File: config.mk
export PLATFORM = sky130hd
export DESIGN_NAME = ex_alu_stage
export DESIGN_NICKNAME = d
export VERILOG_FILES = /design/src/rtl/ex_alu_stage_pkg.sv /design/src/rtl/ex_alu_stage_alu_core.sv /design/src/rtl/ex_alu_stage.sv
export SDC_FILE = /design/constraint.sdc
export NUM_CORES = 1
export LEC_CHECK = 0
export ABC_AREA = 1
export BUFFER_PORTS_ARGS = -buffer_cell sky130_fd_sc_hd__buf_2
export CORE_UTILIZATION = 50
export CTS_BUF_LIST = sky130_fd_sc_hd__clkbuf_16
export DETAILED_ROUTE_END_ITERATION = 10
export PLACE_DENSITY = 0.78
export RECOVER_POWER = 50
export SETUP_SLACK_MARGIN = 0.05
export SLEW_MARGIN = 20
export SYNTH_ARGS = -nofsm -noshare
export SYNTH_HDL_FRONTEND = slang
export SYNTH_HIERARCHICAL = 1
export SYNTH_SLANG_ARGS = --single-unit
File: constraint.sdc
create_clock -name i_clk -period 2.99 [get_ports i_clk]
set_clock_uncertainty 0.15 [all_clocks]
set_input_delay 0.598 -clock i_clk [delete_from_list [all_inputs] [get_ports i_clk]]
set_output_delay 0.598 -clock i_clk [all_outputs]
set_load 0.05 [all_outputs]
File: src/rtl/ex_alu_stage_pkg.sv
// rtl/ex_alu_stage_pkg.sv - shared ALU opcodes, exception causes and state encoding for the execute stage
package ex_alu_stage_pkg;

    // Operation codes exactly as emitted by the ALU control decoder
    localparam logic [3:0] OP_AND = 4'b0000;
    localparam logic [3:0] OP_OR  = 4'b0001;
    localparam logic [3:0] OP_ADD = 4'b0010;
    localparam logic [3:0] OP_SUB = 4'b0110;
    localparam logic [3:0] OP_SLT = 4'b0111;
    localparam logic [3:0] OP_NOR = 4'b1100;
    localparam logic [3:0] OP_XOR = 4'b1101;

    typedef enum logic [1:0] {
        CAUSE_NONE = 2'b00,
        CAUSE_OVF  = 2'b01,
        CAUSE_ILL  = 2'b10
    } exc_cause_t;

    typedef enum logic {
        ST_RUN  = 1'b0,
        ST_PEND = 1'b1
    } exc_state_t;

endpackage

File: src/rtl/ex_alu_stage_alu_core.sv
// rtl/ex_alu_stage_alu_core.sv - combinational ALU: result, signed overflow (ADD/SUB only) and illegal-opcode flag
module ex_alu_stage_alu_core
    import ex_alu_stage_pkg::*;
#(
    parameter int NBITS = 32
) (
    input  logic [3:0]       i_ALUOp,
    input  logic [NBITS-1:0] i_A,
    input  logic [NBITS-1:0] i_B,
    output logic [NBITS-1:0] o_Result,
    output logic             o_Overflow,
    output logic             o_Illegal
);

    logic [NBITS-1:0] sum;
    logic [NBITS-1:0] diff;
    logic             add_ovf;
    logic             sub_ovf;

    assign sum  = i_A + i_B;
    assign diff = i_A - i_B;

    // Signed overflow: like-signed operands (B inverted for SUB) giving an opposite-signed result
    assign add_ovf = (i_A[NBITS-1] == i_B[NBITS-1]) && (sum[NBITS-1]  != i_A[NBITS-1]);
    assign sub_ovf = (i_A[NBITS-1] != i_B[NBITS-1]) && (diff[NBITS-1] != i_A[NBITS-1]);

    always_comb begin
        o_Result   = '0;
        o_Overflow = 1'b0;
        o_Illegal  = 1'b0;
        case (i_ALUOp)
            OP_AND: o_Result = i_A & i_B;
            OP_OR:  o_Result = i_A | i_B;
            OP_ADD: begin
                o_Result   = sum;
                o_Overflow = add_ovf;
            end
            OP_SUB: begin
                o_Result   = diff;
                o_Overflow = sub_ovf;
            end
            // Correct signed compare even when A-B itself overflows; SLT never traps
            OP_SLT: o_Result = {{(NBITS-1){1'b0}}, diff[NBITS-1] ^ sub_ovf};
            OP_NOR: o_Result = ~(i_A | i_B);
            OP_XOR: o_Result = i_A ^ i_B;
            default: o_Illegal = 1'b1;
        endcase
    end

endmodule

File: src/rtl/ex_alu_stage.sv
// rtl/ex_alu_stage.sv - registered MIPS execute stage with stall/flush and sticky exception state
module ex_alu_stage
    import ex_alu_stage_pkg::*;
#(
    parameter int NBITS   = 32,
    parameter int ALUOP   = 4,
    parameter int REGBITS = 5
) (
    input  logic               i_clk,
    input  logic               i_reset,
    input  logic               i_Valid,
    input  logic               i_Stall,
    input  logic               i_Flush,
    input  logic [ALUOP-1:0]   i_ALUOp,
    input  logic               i_TrapEn,
    input  logic [NBITS-1:0]   i_A,
    input  logic [NBITS-1:0]   i_B,
    input  logic [REGBITS-1:0] i_RegDst,
    input  logic               i_RegWrite,
    input  logic               i_ExcAck,
    output logic               o_Valid,
    output logic [NBITS-1:0]   o_Result,
    output logic               o_Zero,
    output logic [REGBITS-1:0] o_RegDst,
    output logic               o_RegWrite,
    output logic               o_ExcPending,
    output logic [1:0]         o_ExcCause
);

    logic [NBITS-1:0] alu_result;
    logic             alu_ovf;
    logic             alu_ill;
    logic             fault_ovf;
    logic             fault_ill;
    logic             fault;
    logic             capture;
    exc_state_t       state;
    exc_state_t       state_next;
    exc_cause_t       cause;

    ex_alu_stage_alu_core #(
        .NBITS (NBITS)
    ) u_alu_core (
        .i_ALUOp    (i_ALUOp),
        .i_A        (i_A),
        .i_B        (i_B),
        .o_Result   (alu_result),
        .o_Overflow (alu_ovf),
        .o_Illegal  (alu_ill)
    );

    assign fault_ovf = i_Valid && i_TrapEn && alu_ovf;
    assign fault_ill = i_Valid && alu_ill;
    assign fault     = fault_ovf || fault_ill;
    assign capture   = !i_Flush && !i_Stall;

    always_ff @(posedge i_clk or negedge i_reset) begin
        if (!i_reset) begin
            state <= ST_RUN;
        end else begin
            state <= state_next;
        end
    end

    // The ack is honoured regardless of stall/flush; only a captured fault arms PEND
    always_comb begin
        state_next = state;
        case (state)
            ST_RUN:  if (capture && fault) state_next = ST_PEND;
            ST_PEND: if (i_ExcAck)         state_next = ST_RUN;
            default: state_next = ST_RUN;
        endcase
    end

    always_ff @(posedge i_clk or negedge i_reset) begin
        if (!i_reset) begin
            o_Valid    <= 1'b0;
            o_Result   <= '0;
            o_Zero     <= 1'b1;
            o_RegDst   <= '0;
            o_RegWrite <= 1'b0;
            cause      <= CAUSE_NONE;
        end else begin
            if (state == ST_PEND && i_ExcAck) begin
                cause <= CAUSE_NONE;
            end
            if (i_Flush) begin
                o_Valid    <= 1'b0;
                o_RegWrite <= 1'b0;
            end else if (!i_Stall) begin
                o_Result <= alu_result;
                o_Zero   <= (alu_result == '0);
                o_RegDst <= i_RegDst;
                if (state == ST_PEND) begin
                    o_Valid    <= 1'b0;
                    o_RegWrite <= 1'b0;
                end else begin
                    // A faulting instruction stays visible (valid) but never writes back
                    o_Valid    <= i_Valid;
                    o_RegWrite <= i_Valid && i_RegWrite && !fault;
                    if (fault) begin
                        cause <= fault_ill ? CAUSE_ILL : CAUSE_OVF;
                    end
                end
            end
        end
    end

    assign o_ExcPending = (state == ST_PEND);
    assign o_ExcCause   = cause;

endmodule

Yosys cells after proc, flatten, opt, wreduce, memory -nomap -nowiden
Index checks and enable logic that the tools add are counted.
{"block": "word_totals", "register_bits": 43, "input_bits": 81, "out_inout_bits": 43, "elab_cells": 64}
{"block": "classes", "addsub": 2, "eq_ne": 11, "n_mux": 18, "n_bitwise": 8, "reduce_logical": 18}
{"cell": "case mux 32 bit (7 select lines)", "count": 1}
{"cell": "adder 32 bit", "count": 1}
{"cell": "bitwise AND 32 bit", "count": 1}
{"cell": "logical NOT 32 bit", "count": 1}
{"cell": "NOT 32 bit", "count": 1}
{"cell": "bitwise OR 32 bit", "count": 1}
{"cell": "subtractor 32 bit", "count": 1}
{"cell": "XOR 32 bit", "count": 1}
{"cell": "two-way mux 2 bit", "count": 6}
{"cell": "logical AND 1 bit", "count": 10}
{"cell": "two-way mux 1 bit", "count": 9}
{"cell": "equality test 4 x 3 -> 1 bit (second input constant)", "count": 2}
{"cell": "equality test 4 bit (second input constant)", "count": 2}
{"cell": "OR reduction 7 bit", "count": 1}
{"cell": "equality test 4 x 1 -> 1 bit (second input constant)", "count": 1}
{"cell": "equality test 4 x 2 -> 1 bit (second input constant)", "count": 1}
{"cell": "logical NOT 4 bit", "count": 1}
{"cell": "case mux 1 bit (2 select lines)", "count": 2}
{"cell": "logical NOT 1 bit", "count": 3}
{"cell": "!= test 1 bit", "count": 3}
{"cell": "NOT 1 bit", "count": 3}
{"cell": "!= test 2 x 1 -> 1 bit (second input constant)", "count": 1}
{"cell": "AND reduction 2 bit", "count": 1}
{"cell": "equality test 1 bit", "count": 1}
{"cell": "2 further kinds", "count": 2}

Logic depth before layout (Yosys ltp)
{"block": "logic_depth", "word_depth": 11, "mapped_depth": 22, "depth_no_buf": 21}

Modules after synthesis
The synthesis kept the hierarchy.
{"module": "ex_alu_stage_alu_core", "instances": 1, "cells_each": 1324, "area_each_um2": 6676.4, "seq_area_each_um2": 0.0}
{"module": "ex_alu_stage", "instances": 1, "cells_each": 219, "area_each_um2": 1795.5, "seq_area_each_um2": 1077.3}

Worst setup path after synthesis
Ideal clock, no wire load.
{"block": "synth_path", "path_kind": "input-to-reg", "from": "input i_A[17]", "to": "register o_Zero", "setup_ps": 73, "t_arrival_ps": 3059, "required_ps": 2767, "setup_slack_ps": -293, "path_stages": 20, "path_buffers": 1, "path_cell_list": "inv_1 ha_1 buf_6 nor2_1 inv_1 nor2_1 nand2_1 nor3_1 nand2_1 nand2_1 a21oi_1 fa_1 o21ai_0 nor3_1 nand3_1 nor2_1 nand2_1 nor2_1 nand3_1 o21bai_1"}
{"block": "synth_between", "word_cells_on_any_way": 11, "classes_between": "add/sub (2); eq/ne (1); mux (1); bitwise (5); reduce/logical (2)"}
{"element": "from (decl)", "line": "ex_alu_stage.sv:16", "rtl": "input logic [NBITS-1:0] i_A,"}
{"element": "subtractor 32 bit / adder 32 bit (equally long branches)", "line": "ex_alu_stage_alu_core.sv:21, ex_alu_stage_alu_core.sv:20"}
{"element": "case mux 32 bit (7 select lines) *", "line": "ex_alu_stage_alu_core.sv:31", "rtl": "case (i_ALUOp)"}
{"element": "net alu_result[31]", "line": "ex_alu_stage.sv:30", "rtl": "logic [NBITS-1:0] alu_result;"}
{"element": "logical NOT 32 bit *", "line": "ex_alu_stage.sv:92", "rtl": "o_Zero <= (alu_result == '0);"}
{"element": "to (signal assigned)", "line": "ex_alu_stage.sv:92"}
{"element": "to (decl)", "line": "ex_alu_stage.sv:23", "rtl": "output logic o_Zero,"}
The timed path passes the listed nets; every way through them passes the cells marked *.
A chain may end at the register's enable or synchronous reset.

Worst setup path after layout
{"block": "layout_path", "from": "input i_B[15]", "to": "register o_Zero"}
{"block": "layout_between", "word_cells_on_any_way": 11, "classes_between": "add/sub (2); eq/ne (1); mux (1); bitwise (5); reduce/logical (2)"}
{"element": "from (decl)", "line": "ex_alu_stage.sv:17", "rtl": "input logic [NBITS-1:0] i_B,"}
{"element": "subtractor 32 bit / adder 32 bit (equally long branches)", "line": "ex_alu_stage_alu_core.sv:21, ex_alu_stage_alu_core.sv:20"}
{"element": "case mux 32 bit (7 select lines) *", "line": "ex_alu_stage_alu_core.sv:31"}
{"element": "net alu_result[31]", "line": "ex_alu_stage.sv:30"}
{"element": "logical NOT 32 bit *", "line": "ex_alu_stage.sv:92"}
Marks and branches as above.

==> results.cfg <==
[outcome]
outcome = finished, violations left
violations = capacitance limit, slew limit, setup timing

[pwr]
p_clk_frac = 0.144
power_leakage_nw = 7.31
power_frac_seq = 0.194
power.density_cell_area_mw_per_mm2 = 286
p_sw_mw = 1.67
internal_power_mw = 1.88
power_frac_comb = 0.662
vdd_ir_drop_max_uv = 385
netSwitchingFraction = 0.471

[place]
dpl.hpwl_um = 26500
port-buffer-count = 123
post_place_cells = 2111
finalWeightedCongestion = 1.06

[clocking]
insertion_delay_ps = 280
tritoncts = built
worst_setup_hold_path_clk_slew_ps = 60
cts-htree-levels = 2
cts.path.max_buffers = 2
cts-root-buf = sky130_fd_sc_hd__clkbuf_16
tritoncts.num_buffers = 5
cts_num_sinks = 43

[timing]
maxClockFrequency_ghz = 0.316
finalCriticalPeriod_ps = 3170
final.setup.tns_ps = -596
postLayoutSetupSlackWorst_ps = -178
setup_viol = 5
slew_headroom = -0.432
fin_crit_sh = 1.06
worstMarginPinSlew_ps = 2150
final_hold_viol_count = 0
unrepaired_setup_endpoints_after_global_routing = true
drv_slew = 44

[setup_path]
r2r_setup_slack_ps = 1750
worstRegToRegCells = 7
critical_path.startpoint_type = input port
setup.worst_path.class = input port to flop
r2r-end = o_RegWrite
worstPathRequired_ps = 3050
worstSetupEndpointType = flop
worst-endpoint-arrival_ps = 3230
critPathLaunch = i_B[15]
timing.critical_path.to = o_Zero
critical_register_to_register_path_startpoint = o_ExcPending
crit_path_max_fanout = 2

[finish]
layoutNonFillerInstCount = 2161
layout-area-overhead-vs-synth_pct = 47.0
mostFrequentLayoutCells = sky130_fd_sc_hd__nand2_1, sky130_fd_sc_hd__buf_4, sky130_fd_sc_hd__inv_1
finalNetCount = 2122
drive_gt1_frac = 0.313
num-fill-cells = 1393
num_antenna_cells = 0
commonest_non_fill_non_tap_cell_in_the_layout = sky130_fd_sc_hd__nand2_1

[route]
wire_per_inst_um = 15.9
drt-total-wl_um = 34400
1st_pass_router_iterations = 6
detailroute.via_count = 11500
detail-route-antenna-nets = 0
drt_iter0_markers = 1085
drt-vias-per-instance = 5.33
drt_drc_violations_left = 0

[global_routing]
wire_length_of_the_first_global_routing_pass_um = 53400
largest_net_degree_at_the_start_of_global_routing = 44
total_global_routing_overflow = 0
antenna_violations_before_repair = 0
grt_use_total = 0.384
grt_pass1_vias = 11000

[floorplan]
floorplan.die.height_um = 132
core-area_mm2 = 0.0166
num_rows = 47
ios = 124
initial_utilization = 0.511
floorplan.die.width_um = 132
design.die.area_mm2 = 0.0175

[run]
max-cap-violations = 1

[logic_synthesis]
ys_ff_latch = 43
synth.lib_cells_used.distinct = 45
synth_enable_flop_cells = 0
synth_cell_area_mm2 = 0.00847
postSynthCellCount = 1543
async_flop_share = 1.00
synth_area_per_cell_um2 = 5.49
yosys_synthesis_warning_count = 6
synth_sequential_area_ratio = 0.127
most_instantiated_flip_flop_cell_in_the_synthesis_netlist = sky130_fd_sc_hd__dfrtp_1
synth_nets = 1725

[worst_hold_path]
classification_of_the_worst_slack_hold_path = flop to flop
[layer usage]
layer / GRT usage / wire length, um
met1: 0.460 / 13000
met2: 0.660 / 15900
met3: 0.0654 / 3650
met4: 0.200 / 1890
met5: 0 / 0
[critical path, stage by stage]
cell and delay (ps):
sky130_fd_sc_hd__buf_8 110, sky130_fd_sc_hd__inv_6 60, sky130_fd_sc_hd__ha_4 210, sky130_fd_sc_hd__nor2_4 120, sky130_fd_sc_hd__inv_2 60, sky130_fd_sc_hd__nor2_4 140
sky130_fd_sc_hd__nand2_4 80, sky130_fd_sc_hd__nor3_4 170, sky130_fd_sc_hd__nand2_4 80, sky130_fd_sc_hd__nand2_4 80, sky130_fd_sc_hd__a21oi_4 50, sky130_fd_sc_hd__fa_1 580
sky130_fd_sc_hd__o21ai_1 80, sky130_fd_sc_hd__nor3_1 180, sky130_fd_sc_hd__nand3_1 130, sky130_fd_sc_hd__nor2_1 120, sky130_fd_sc_hd__nand2_1 60, sky130_fd_sc_hd__nor2_1 80
sky130_fd_sc_hd__nand3_1 70, sky130_fd_sc_hd__o21bai_1 160
[through the flow]
stage	power (mW)	util	hold WS [ps]	area (um2)	setup slack, ps
detailed placement	2.75	0.682	303	11300	-572
CTS	3.43	0.738	316	12200	-12.7
global placement	2.70	0.682	297	11300	-448
floorplan	1.91	-	152	8690	-168
global route	3.77	0.751	344	12500	-360
finish	3.56	0.751	319	12500	-178
[registers in the layout (all words and copies together), names as in the netlist]
signal	cells
o_ExcCause	2
o_Valid	1
o_ExcPending	1
o_RegWrite	1
o_RegDst	5
o_Zero	1
o_Result	32
[area by class of cell]
class / count / area, um2 / share of cell area
timing repair buffer: 435 / 3110 / 0.250
inverter: 310 / 1210 / 0.0970
clock buffer: 5 / 125 / 0.0100
tap: 220 / 275 / 0.0221
multi-input combinational: 1145 / 6640 / 0.533
sequential: 43 / 1080 / 0.0865
clock inverter: 3 / 16.3 / 0.00131
[how the worst min path moves through the flow]
stage	startpoint	to	slack [ps]	cells past startpoint
2_1_floorplan	i_reset	o_ExcCause[0]	150	0
3_3_place_gp	o_RegDst[0]	o_RegDst[0]	300	2
3_5_place_dp	o_Result[12]	o_Result[12]	300	2
4_1_cts	o_Result[12]	o_Result[12]	320	2
5_1_grt	o_Result[19]	o_Result[19]	340	2
6_report	o_Result[19]	o_Result[19]	320	2
[power by group through the flow]
stage / Sequential [mW] / Combinational (mW) / Clock, mW
finish: 0.690 / 2.36 / 0.511
global route: 0.697 / 2.53 / 0.542
CTS: 0.689 / 2.22 / 0.519
detailed placement: 0.698 / 2.05 / 0
global placement: 0.693 / 2.00 / 0
floorplan: 0.944 / 0.969 / 0
[cell families (layout without fill, tap and decap cells)]
| family | count (synthesis) | in the layout | synth area share |
|---|---|---|---|
| xor gates and xnor gates | 2 | 2 | 0.00207 |
| AOI/OAI and AO/OA | 177 | 177 | 0.125 |
| buffers and inverters | 355 | 753 | 0.172 |
| adders and majority gates | 101 | 101 | 0.152 |
| DFF | 43 | 43 | 0.127 |
| and+or+nand+nor | 865 | 865 | 0.422 |
[synth_stat cells, drive strengths merged, types with 3 or more instances]
cell	n	area share
nand2	568	0.25
inv	309	0.14
nor2	142	0.067
nand3	124	0.076
ha	98	0.14
a21oi	59	0.036
o21ai	59	0.035
dfrtp	42	0.12
buf	38	0.030
a221oi	18	0.019
nand4	12	0.0089
nor3	11	0.0077
o21bai	10	0.0089
o22ai	9	0.0066
a211oi	8	0.0071
clkbuf	7	0.0044
and2	4	0.0030
o211ai	4	0.0035
fa	3	0.0071
[repair_timing]
| item | 4_1_cts | 5_1_grt |
|---|---|---|
| hold buffers | 0 | 0 |
| endpoints found under the setup margin | 7 | 10 |
| setup buffers | 36 | 8 |
| pin swaps | 63 | 31 |
| resized for setup | 130 | 51 |
No activity file was read; power rests on OpenSTA's default activity.
